$ cat src/rtl/rv32_pkg.sv
// Shared types and constants for the RV32 fetch front-end.
package rv32_pkg;

    localparam logic [31:0] NOP_INSTR        = 32'h0000_0013;
    localparam logic [31:0] DEFAULT_RESET_PC = 32'h0000_0000;

    typedef struct packed {
        logic [31:0] pc;
        logic [31:0] instr;
    } fetch_entry_t;

    // Fetch addresses are always word aligned; the low two bits are dropped.
    function automatic logic [31:0] word_align(input logic [31:0] addr);
        return addr & 32'hFFFF_FFFC;
    endfunction

endpackage

$ cat src/rtl/fetch_unit_fifo.sv
// Prefetch buffer: DEPTH-entry synchronous FIFO of {pc, instr} pairs with flush.
module fetch_fifo
    import rv32_pkg::*;
#(
    parameter int DEPTH = 2
) (
    input  logic                     clk,
    input  logic                     reset,
    input  logic                     push,
    input  fetch_entry_t             wdata,
    input  logic                     pop,
    input  logic                     clear,
    output fetch_entry_t             rdata,
    output logic                     full,
    output logic                     empty,
    output logic [$clog2(DEPTH):0]   count
);

    localparam int AW = $clog2(DEPTH);

    fetch_entry_t     mem [DEPTH];
    logic [AW-1:0]    wr_ptr;
    logic [AW-1:0]    rd_ptr;
    logic             do_push;
    logic             do_pop;

    // A push into a full FIFO is only taken when the head leaves in the same cycle.
    assign do_pop  = pop && !empty;
    assign do_push = push && (!full || do_pop);

    assign full  = (count == (AW+1)'(DEPTH));
    assign empty = (count == '0);
    assign rdata = mem[rd_ptr];

    always_ff @(posedge clk) begin
        if (!reset || clear) begin
            wr_ptr <= '0;
            rd_ptr <= '0;
            count  <= '0;
        end else begin
            if (do_push) wr_ptr <= wr_ptr + 1'b1;
            if (do_pop)  rd_ptr <= rd_ptr + 1'b1;
            count <= count + (AW+1)'(do_push) - (AW+1)'(do_pop);
        end
    end

    always_ff @(posedge clk) begin
        if (do_push) mem[wr_ptr] <= wdata;
    end

endmodule

$ cat src/rtl/fetch_unit.sv
// Instruction fetch front-end: issues word reads, buffers replies, handles redirects
// by discarding responses that belong to the killed stream.
module fetch_unit
    import rv32_pkg::*;
#(
    parameter logic [31:0] RESET_PC = DEFAULT_RESET_PC,
    parameter int          DEPTH    = 2
) (
    input  logic        clk,
    input  logic        reset,
    input  logic        redirect_valid,
    input  logic [31:0] redirect_pc,
    output logic        imem_req,
    output logic [31:0] imem_addr,
    input  logic        imem_ready,
    input  logic        imem_rvalid,
    input  logic [31:0] imem_rdata,
    output logic        instr_valid,
    output logic [31:0] instr,
    output logic [31:0] instr_pc,
    input  logic        instr_ready
);

    localparam int CW = $clog2(DEPTH) + 1;

    logic [31:0]   fetch_pc;
    logic [31:0]   rpc;
    logic [CW-1:0] out_cnt;
    logic [CW-1:0] drop_cnt;
    logic [CW-1:0] out_cnt_next;
    logic [CW-1:0] fifo_count;
    logic [CW:0]   claimed_slots;
    logic          run;
    logic          accept;
    logic          live_resp;
    logic          pop;
    logic          fifo_full;
    logic          fifo_empty;
    fetch_entry_t  head;

    // Slots already promised to the live stream: buffered words plus live in-flight reads.
    assign claimed_slots = {1'b0, fifo_count} + {1'b0, out_cnt} - {1'b0, drop_cnt};

    assign imem_req  = run && (out_cnt < CW'(DEPTH)) && (claimed_slots < (CW+1)'(DEPTH));
    assign imem_addr = fetch_pc;

    assign accept       = imem_req && imem_ready;
    assign live_resp    = imem_rvalid && (drop_cnt == '0) && !redirect_valid;
    assign pop          = instr_valid && instr_ready;
    assign out_cnt_next = out_cnt + CW'(accept) - CW'(imem_rvalid);

    assign instr_valid = !fifo_empty;
    assign instr       = instr_valid ? head.instr : NOP_INSTR;
    assign instr_pc    = instr_valid ? head.pc    : 32'h0;

    fetch_fifo #(.DEPTH(DEPTH)) u_fifo (
        .clk   (clk),
        .reset (reset),
        .push  (live_resp),
        .wdata ('{pc: rpc, instr: imem_rdata}),
        .pop   (pop),
        .clear (redirect_valid),
        .rdata (head),
        .full  (fifo_full),
        .empty (fifo_empty),
        .count (fifo_count)
    );

    // On a redirect every read still in flight, including one accepted now, is stale.
    always_ff @(posedge clk) begin
        if (!reset) begin
            run      <= 1'b0;
            fetch_pc <= RESET_PC;
            rpc      <= RESET_PC;
            out_cnt  <= '0;
            drop_cnt <= '0;
        end else begin
            run     <= 1'b1;
            out_cnt <= out_cnt_next;
            if (redirect_valid) begin
                fetch_pc <= word_align(redirect_pc);
                rpc      <= word_align(redirect_pc);
                drop_cnt <= out_cnt_next;
            end else begin
                if (accept)    fetch_pc <= fetch_pc + 32'd4;
                if (live_resp) rpc      <= rpc + 32'd4;
                if (imem_rvalid && (drop_cnt != '0)) drop_cnt <= drop_cnt - 1'b1;
            end
        end
    end

    a_rvalid_needs_request: assert property (@(posedge clk) disable iff (!reset)
        !(imem_rvalid && (out_cnt == '0)))
        else $error("imem_rvalid with no outstanding request");

    a_no_overflow: assert property (@(posedge clk) disable iff (!reset)
        !(live_resp && fifo_full && !pop) && (out_cnt <= CW'(DEPTH)))
        else $error("prefetch buffer overflow or too many outstanding reads");

endmodule

$ cat config.mk
export PLATFORM = sky130hd
export DESIGN_NAME = fetch_unit
export DESIGN_NICKNAME = d
export VERILOG_FILES = /design/src/rtl/rv32_pkg.sv /design/src/rtl/fetch_unit_fifo.sv /design/src/rtl/fetch_unit.sv
export SDC_FILE = /design/constraint.sdc
export NUM_CORES = 1
export LEC_CHECK = 0
export BUFFER_PORTS_ARGS = -buffer_cell sky130_fd_sc_hd__buf_2
export CAP_MARGIN = 20
export CORE_MARGIN = 2
export CORE_UTILIZATION = 35
export CTS_CLUSTER_SIZE = 16
export DETAILED_ROUTE_END_ITERATION = 16
export GPL_TIMING_DRIVEN = 0
export PLACE_DENSITY = 0.63
export SYNTH_ARGS = -nofsm -noshare
export SYNTH_HDL_FRONTEND = slang
export SYNTH_SLANG_ARGS = --single-unit
export TNS_END_PERCENT = 10
$ cat constraint.sdc
create_clock -name clk -period 22.4 [get_ports clk]
set_input_delay 4.48 -clock clk [delete_from_list [all_inputs] [get_ports clk]]
set_output_delay 4.48 -clock clk [all_outputs]
set_load 0.005 [all_outputs]
==> qor.yml, run 1 <==
grt_pass1_vias: 6332
finalCritPeriodShare: 0.336
cts_root_buffer: "clkbuf_16"
routabilityCongestion: 0.904
insertedDiodeCount: 0
avgSynthCellArea_um2: 11.5
grt_max_degree: 63
clock_skew_ns: 0.0134
period_needed_ns: 7.52
nFillCells: 2409
slew_headroom: 0.405
finalSetupViolCount: 0
antenna_found_initial: 0
stdcell_count: 1288
post_cts_buffers: 0
htree_levels: 4
fin_tns_setup_ns: 0
synth_edf_count: 124
async_flop_share: 0
fin_nets: 1031
area_growth_pct: 21.9
portBuffers: 161
grt_pass1_wl_um: 35400
synth.most_common_cell: "edfxtp_1"
dp_cells: 1256
reg2reg_to: "drop_cnt[1]"
vias: 6661
crit_type: "flip-flop to primary output"
status: "finished, final reports clean"
cts_inserted_buffers: 17
layout-drive-gt1-share: 0.223
dr.pass1.iters: 7
tightest_slew_ns: 0.892
cpMostUsedCell: "fa_1"
ys_seq_area_frac: 0.589
synth_cells: 759
ios: 168
yosys.cell_types.count: 55
cts_buffer_depth: 2
hold_ws_ns: 0.524
wire_per_inst_um: 17.9
core_area_mm2: 0.0244
r2r_cells: 13
drv_slew: 0
clk_pin_slew_ns: 0.07
post_cts_resized: 0
cts_sinks: 194
drv_cap: 0
cp.arrival_ns: 3.04
min_from: "u_fifo.rd_ptr"
r2r_start: "out_cnt[1]"
path_cells: "fa_1 > inv_1 > fa_1 > xnor2_1 > and4b_1 > buf_2"
synth_seq_cells: 194
hold_viol: 0
yosys_warnings: 0
max_freq_mhz: 133
min_path_type: "flip-flop to flip-flop"
dieArea_mm2: 0.0261
drtIter0Drc: 547
cp_max_fo: 9
ys_dominant_reg_cell: "edfxtp_1"
vdd_drop_max_mv: 0.0453
ff2ff_setup_slack_ns: 18.42
cp.required_ns: 17.92
grt_setup_unrepaired: "no"
clkLatencyLatePin_ns: 0.43
track_usage: 0.176
vias_per_cell: 5.17
synth_top_area_cell: "edfxtp_1"
synth.cell_area_mm2: 0.00870
synth_top_area_share: 0.428
drc: 0
die_h_um: 162
cp-startpoint: "out_cnt[1]"
powerDensity_mw_per_mm2: 82.9
start_kind: "flip-flop"
leakagePower_nw: 3.83
synth_area_leaders: "edfxtp_1 43%, dfxtp_1 16%, mux2i_1 7.1%"
synthTopCellsByCount: "124 x edfxtp_1, 84 x nor2_1, 70 x dfxtp_1"
die_x_um: 162
critPathCaptureType: "primary output"
start_util: 0.357
num_rows: 57
cts_tree: "built"
drtAntennaViolNets: 0
grt-ovfl-total: 0
hold_buffers: 0
cpPeakStageDelay_ns: 0.73
hold_path_depth: 2
p_total_uw: 879
dp_hpwl_um: 16900
route.final.wire_length_um: 23100
crit_slowest_cell: "xnor2_1"
-- cell families after synthesis --
| kind of cell | count (synthesis) | share of synthesized area |
|---|---|---|
| and+or+nand+nor | 278 | 0.170 |
| xor gates and xnor gates | 24 | 0.0241 |
| other | 1 | 0.000431 |
| AOI/OAI and AO/OA | 127 | 0.0998 |
| muxes | 62 | 0.0713 |
| adders and majority gates | 10 | 0.0161 |
| buffers and inverters | 63 | 0.0299 |
| DFF | 194 | 0.589 |
-- placed cells by master, fill, tap and decap left out, drive strengths merged, types with 3 or more instances in the layout --
| master | instances |
|---|---|
| clkinvlp | 3 |
| nor3 | 17 |
| o31ai | 9 |
| o31a | 4 |
| a21oi | 17 |
| mux2i | 62 |
| buf | 181 |
| nor2b | 12 |
| nand3 | 15 |
| xor2 | 9 |
| a311oi | 16 |
| a31oi | 14 |
| edfxtp | 124 |
| ha | 8 |
| bufinv | 3 |
| and3 | 12 |
| clkinv | 4 |
| nor2 | 84 |
| nor4 | 22 |
| nand2b | 4 |
| a211oi | 15 |
| o21ai | 34 |
| xnor2 | 15 |
| and4 | 16 |
| inv | 15 |
| or3 | 8 |
| nand4 | 22 |
| o41a | 4 |
| clkbuf | 59 |
| and2 | 12 |
| or4 | 7 |
| nand2 | 37 |
| dfxtp | 70 |
| conb | 4 |
| a21o | 3 |
-- worst max-delay path, delay by kind of cell (launching register included) --
| kind | cells | cell delay, ns |
|---|---|---|
| adders and majority gates | 2 | 1.00 |
| and+or+nand+nor | 1 | 0.34 |
| xor gates and xnor gates | 1 | 0.73 |
| DFF | 1 | 0.36 |
| buffers and inverters | 2 | 0.18 |
-- worst max-delay path by stage --
| stage | endpoint | cells past startpoint | slack, ns |
|---|---|---|---|
| 5_1_grt | imem_req | 7 | 14.72 |
| 3_5_place_dp | imem_req | 6 | 15.38 |
| 4_1_cts | imem_req | 7 | 14.89 |
| 3_3_place_gp | u_fifo.mem[0][27] | 4 | 6.86 |
| 2_1_floorplan | u_fifo.mem[0][0] | 3 | 10.89 |
| 6_report | imem_req | 6 | 14.88 |
-- state kept, by name (all words and copies together), names as in the netlist, named ones only --
name           flops
u_fifo.count       2
rpc               30
drop_cnt           2
imem_addr         30
u_fifo.mem       124
out_cnt            2
u_fifo.rd_ptr      1
u_fifo.wr_ptr      1
run                1
-- area by class of cell --
class | instances | area (um2) | area share
Inverter | 13 | 48.8 | 0.00460
Sequential cell | 194 | 5120 | 0.483
Multi-Input combinational cell | 505 | 3340 | 0.315
Clock buffer | 20 | 447 | 0.0421
Buffer | 50 | 211 | 0.0199
Tap cell | 324 | 405 | 0.0382
Clock inverter | 12 | 156 | 0.0147
Timing Repair Buffer | 170 | 877 | 0.0827
-- metal layers --
| layer | routed length, um | part of all wire | vias to the layer above | global-route usage |
|---|---|---|---|---|
| li1 | - | - | 3253 | - |
| met1 | 11000 | 0.48 | 3146 | 0.250 |
| met2 | 10400 | 0.45 | 240 | 0.274 |
| met3 | 1380 | 0.060 | 22 | 0.0370 |
| met4 | 313 | 0.014 | 0 | 0.0491 |
| met5 | 0 | 0 | - | 0 |
-- per-stage QoR --
| step | worst slack, ns | cell area [um2] | utilization |
|---|---|---|---|
| after global routing | 14.72 | 10600 | 0.435 |
| after global placement | 6.86 | 9930 | 0.407 |
| after CTS | 14.89 | 10600 | 0.435 |
| after detailed placement | 15.38 | 10000 | 0.410 |
| after floorplan | 10.89 | 8720 | - |
| final | 14.88 | 10600 | 0.435 |
-- power by group --
part	switching, mW	internal [mW]
logic	0.0855	0.0537
clock network	0.133	0.179
registers	0.0186	0.409
total	0.237	0.642
No activity file was read; power rests on OpenSTA's default activity.
==> run 2: changes to the inputs <==
--- a/config.mk
+++ b/config.mk
@@ -5,6 +5,7 @@
 export SDC_FILE = /design/constraint.sdc
 export NUM_CORES = 1
 export LEC_CHECK = 0
+export ABC_AREA = 1
 export BUFFER_PORTS_ARGS = -buffer_cell sky130_fd_sc_hd__buf_2
 export CAP_MARGIN = 20
 export CORE_MARGIN = 2
@@ -12,7 +13,7 @@
 export CTS_CLUSTER_SIZE = 16
 export DETAILED_ROUTE_END_ITERATION = 16
 export GPL_TIMING_DRIVEN = 0
-export PLACE_DENSITY = 0.63
+export PLACE_DENSITY = 0.64
 export SYNTH_ARGS = -nofsm -noshare
 export SYNTH_HDL_FRONTEND = slang
 export SYNTH_SLANG_ARGS = --single-unit
==> constraint.sdc (replaced) <==
create_clock -name clk -period 6.3 [get_ports clk]
set_input_delay 1.26 -clock clk [delete_from_list [all_inputs] [get_ports clk]]
set_output_delay 1.26 -clock clk [all_outputs]
set_load 0.005 [all_outputs]
==> qor.yml, run 2 <==
status: "finished, final reports clean"
cts_root_buffer: "clkbuf_16"
grt_max_degree: 32  # -49%
num_rows: 59  # +3.5%
dr.pass1.iters: 6  # -1
synth_cells: 1099  # +45%
cp.required_ns: 5.04  # -12.88 ns
synth_top_area_cell: "edfxtp_1"
critPathCaptureType: "primary output"
avgSynthCellArea_um2: 8.45  # -26%
yosys_warnings: 0  # unchanged
dp_hpwl_um: 19400  # +15%
synth_top_area_share: 0.401  # -0.0270
switching_share: 0.292  # +0.0221
route.final.wire_length_um: 25900  # +12%
period_needed_ns: 3.61
final_cell_mix: "362 x nand2_1, 172 x buf_2, 124 x edfxtp_1, 110 x a21oi_1, 97 x inv_1"
hold_viol: 0  # unchanged
clkLatencyLatePin_ns: 0.43  # about the same
synthTopCellsByCount: "362 x nand2_1, 124 x edfxtp_1, 110 x a21oi_1"
worstSetupEndpoint: "imem_req"
vias: 8051  # +21%
cp_max_fo: 2  # -7
hold_buffers: 0  # unchanged
die_h_um: 167  # +3.2%
layout-drive-gt1-share: 0.194  # -0.0290
insertedDiodeCount: 0  # unchanged
nFillCells: 2580  # +7.1%
cts_buffer_depth: 2  # unchanged
regArea_mm2: 0.00512  # unchanged
synth_edf_count: 124  # unchanged
track_usage: 0.185  # +0.00950
antenna_found_initial: 0  # unchanged
grt_setup_unrepaired: "no"
clock_skew_ns: 0.0111  # -0.00228 ns
grt_pass1_wl_um: 40400  # +14%
portBuffers: 161  # unchanged
r2r_start: "drop_cnt[1]"
multiInputGateArea_mm2: 0.00360  # +7.7%
fin_nets: 1366  # +32%
ys_dominant_reg_cell: "edfxtp_1"
cp.arrival_ns: 2.35  # -0.69 ns
p_seq_frac: 0.500  # +0.014
finalSetupViolCount: 0  # unchanged
cp-startpoint: "drop_cnt[1]"
min_path_type: "flip-flop to flip-flop"
synth_seq_cells: 194  # unchanged
finalCritPeriodShare: 0.573
area_growth_pct: 20.6
yosys.cell_types.count: 36  # -35%
vdd_drop_max_mv: 0.165  # +270%
drtIter0Drc: 652  # +19%
pwr-share-comb: 0.147  # -0.011
fin_tns_setup_ns: 0  # unchanged
wire_per_inst_um: 15.8  # -12%
drc: 0  # unchanged
die_x_um: 167  # +3.2%
dieArea_mm2: 0.0279  # +6.6%
htree_levels: 4  # unchanged
grt-ovfl-total: 0  # unchanged
regMostFlops: "u_fifo.mem"
reg2reg_to: "drop_cnt[1]"
stdcell_count: 1634  # +27%
slew_headroom: 0.464  # +0.0585
powerDensity_mw_per_mm2: 269  # +230%
drv_slew: 0  # unchanged
ios: 168  # unchanged
crit_type: "flip-flop to primary output"
layout_commonest_cell: "nand2_1"
vias_per_cell: 4.93  # -4.7%
leakagePower_nw: 4.61  # +21%
intPower_mw: 2.14  # +230%
core_area_mm2: 0.0261  # +6.8%
post_cts_resized: 0  # unchanged
r2r_cells: 16  # +3
drtAntennaViolNets: 0  # unchanged
cts_sinks: 194  # unchanged
start_util: 0.357  # about the same
max_freq_mhz: 277
design_area_mm2: 0.0112  # +5.6%
cts_inserted_buffers: 17  # unchanged
p_total_mw: 3.02  # +240%
tightest_slew_ns: 0.804  # -0.0877 ns
clk_pin_slew_ns: 0.08  # about the same
cts_tree: "built"
drv_cap: 0  # unchanged
dpl_cell_area_mm2: 0.0106  # +6.2%
synth_area_leaders: "edfxtp_1 40%, dfxtp_1 15%, nand2_1 15%"
ff2ff_setup_slack_ns: 3.35  # -15.07 ns
start_kind: "flip-flop"
dp_cells: 1602  # +28%
synth.most_common_cell: "nand2_1"
async_flop_share: 0  # unchanged
grt_pass1_vias: 7543  # +19%
switchingPower_uw: 882  # +270%
largest_reg_flops: 124  # unchanged
pwr-share-clk: 0.353  # -0.003
post_cts_buffers: 0  # unchanged
synth.cell_area_mm2: 0.00929  # +6.7%
hold_ws_ns: 0.458  # -0.0659 ns
ys_seq_area_frac: 0.552  # -0.0372
routabilityCongestion: 0.904  # about the same
[run 2: changes by cell type in the layout (fill, tap and decap cells not counted), sizes merged, moves of 14 or more]
cell	before	now
nand2	37	370
a21oi	17	111
clkbuf	59	40
and4	16	0
nor3	17	3
inv	15	110
nor2	84	117
mux2i	62	0
a311oi	16	0
a211oi	15	1
nor4	22	0
nand3	15	50
[run 2: power by group through the flow]
stage	Combinational, mW	Sequential (mW)	Clock (mW)
6_report	0.445	1.51	1.07
5_1_grt	0.507	1.52	1.13
4_1_cts	0.448	1.51	1.08
3_5_place_dp	0.446	1.54	0
3_3_place_gp	0.425	1.54	0
2_1_floorplan	0.275	1.52	0
[run 2: worst max-delay path, cell delays in order, from the launching register on]
cell and delay (ns):
dfxtp_1 0.33, inv_1 0.08, fa_1 0.51, inv_1 0.05, fa_1 0.52, nand2_1 0.06
nor2_1 0.08, nand2_1 0.08, inv_1 0.09, buf_2 0.12
[run 2: final cells by class]
cell class	instances	share of cell area
buffer	42	0.0194
clock buffer	17	0.0380
clock inverter	15	0.0141
inverter	101	0.0338
multi-input combinational	765	0.321
sequential	194	0.457
tap	335	0.0374
timing repair buffer	165	0.0791
[run 2: per-stage QoR]
step / setup WS, ns / util
5_1_grt: 2.50 / 0.430
4_1_cts: 2.65 / 0.430
6_report: 2.69 / 0.430
3_5_place_dp: 3.09 / 0.408
2_1_floorplan: 1.43 / -
3_3_place_gp: -0.328 / 0.404
[run 2: worst min-delay path by stage]
stage,start,to,slack [ns],depth (start not counted)
final,u_fifo.rd_ptr,flip-flop,0.46,1
after global routing,u_fifo.rd_ptr,flip-flop,0.49,1
after CTS,u_fifo.rd_ptr,flip-flop,0.46,1
after detailed placement,u_fifo.rd_ptr,flip-flop,0.45,1
after global placement,u_fifo.rd_ptr,u_fifo.rd_ptr,0.44,1
after floorplan,u_fifo.rd_ptr,flip-flop,0.43,1
[run 2: kinds of logic (layout without fill, tap and decap cells)]
group | count (synthesis) | in the layout | synth area share
other | 1 | 4 | 0.000404
xor gates and xnor gates | 19 | 19 | 0.0179
buffers and inverters | 143 | 340 | 0.0642
AOI/OAI and AO/OA | 174 | 174 | 0.0986
DFF | 194 | 194 | 0.552
and+or+nand+nor | 558 | 558 | 0.252
adders and majority gates | 10 | 10 | 0.0151
[run 2: layer usage]
metal  GRT usage  up-vias  wire [um]
met4      0.0495        0        332
li1            -     3983          -
met3      0.0366       20       1970
met5           0        -          0
met2       0.290      331      11700
met1       0.263     3717      11900
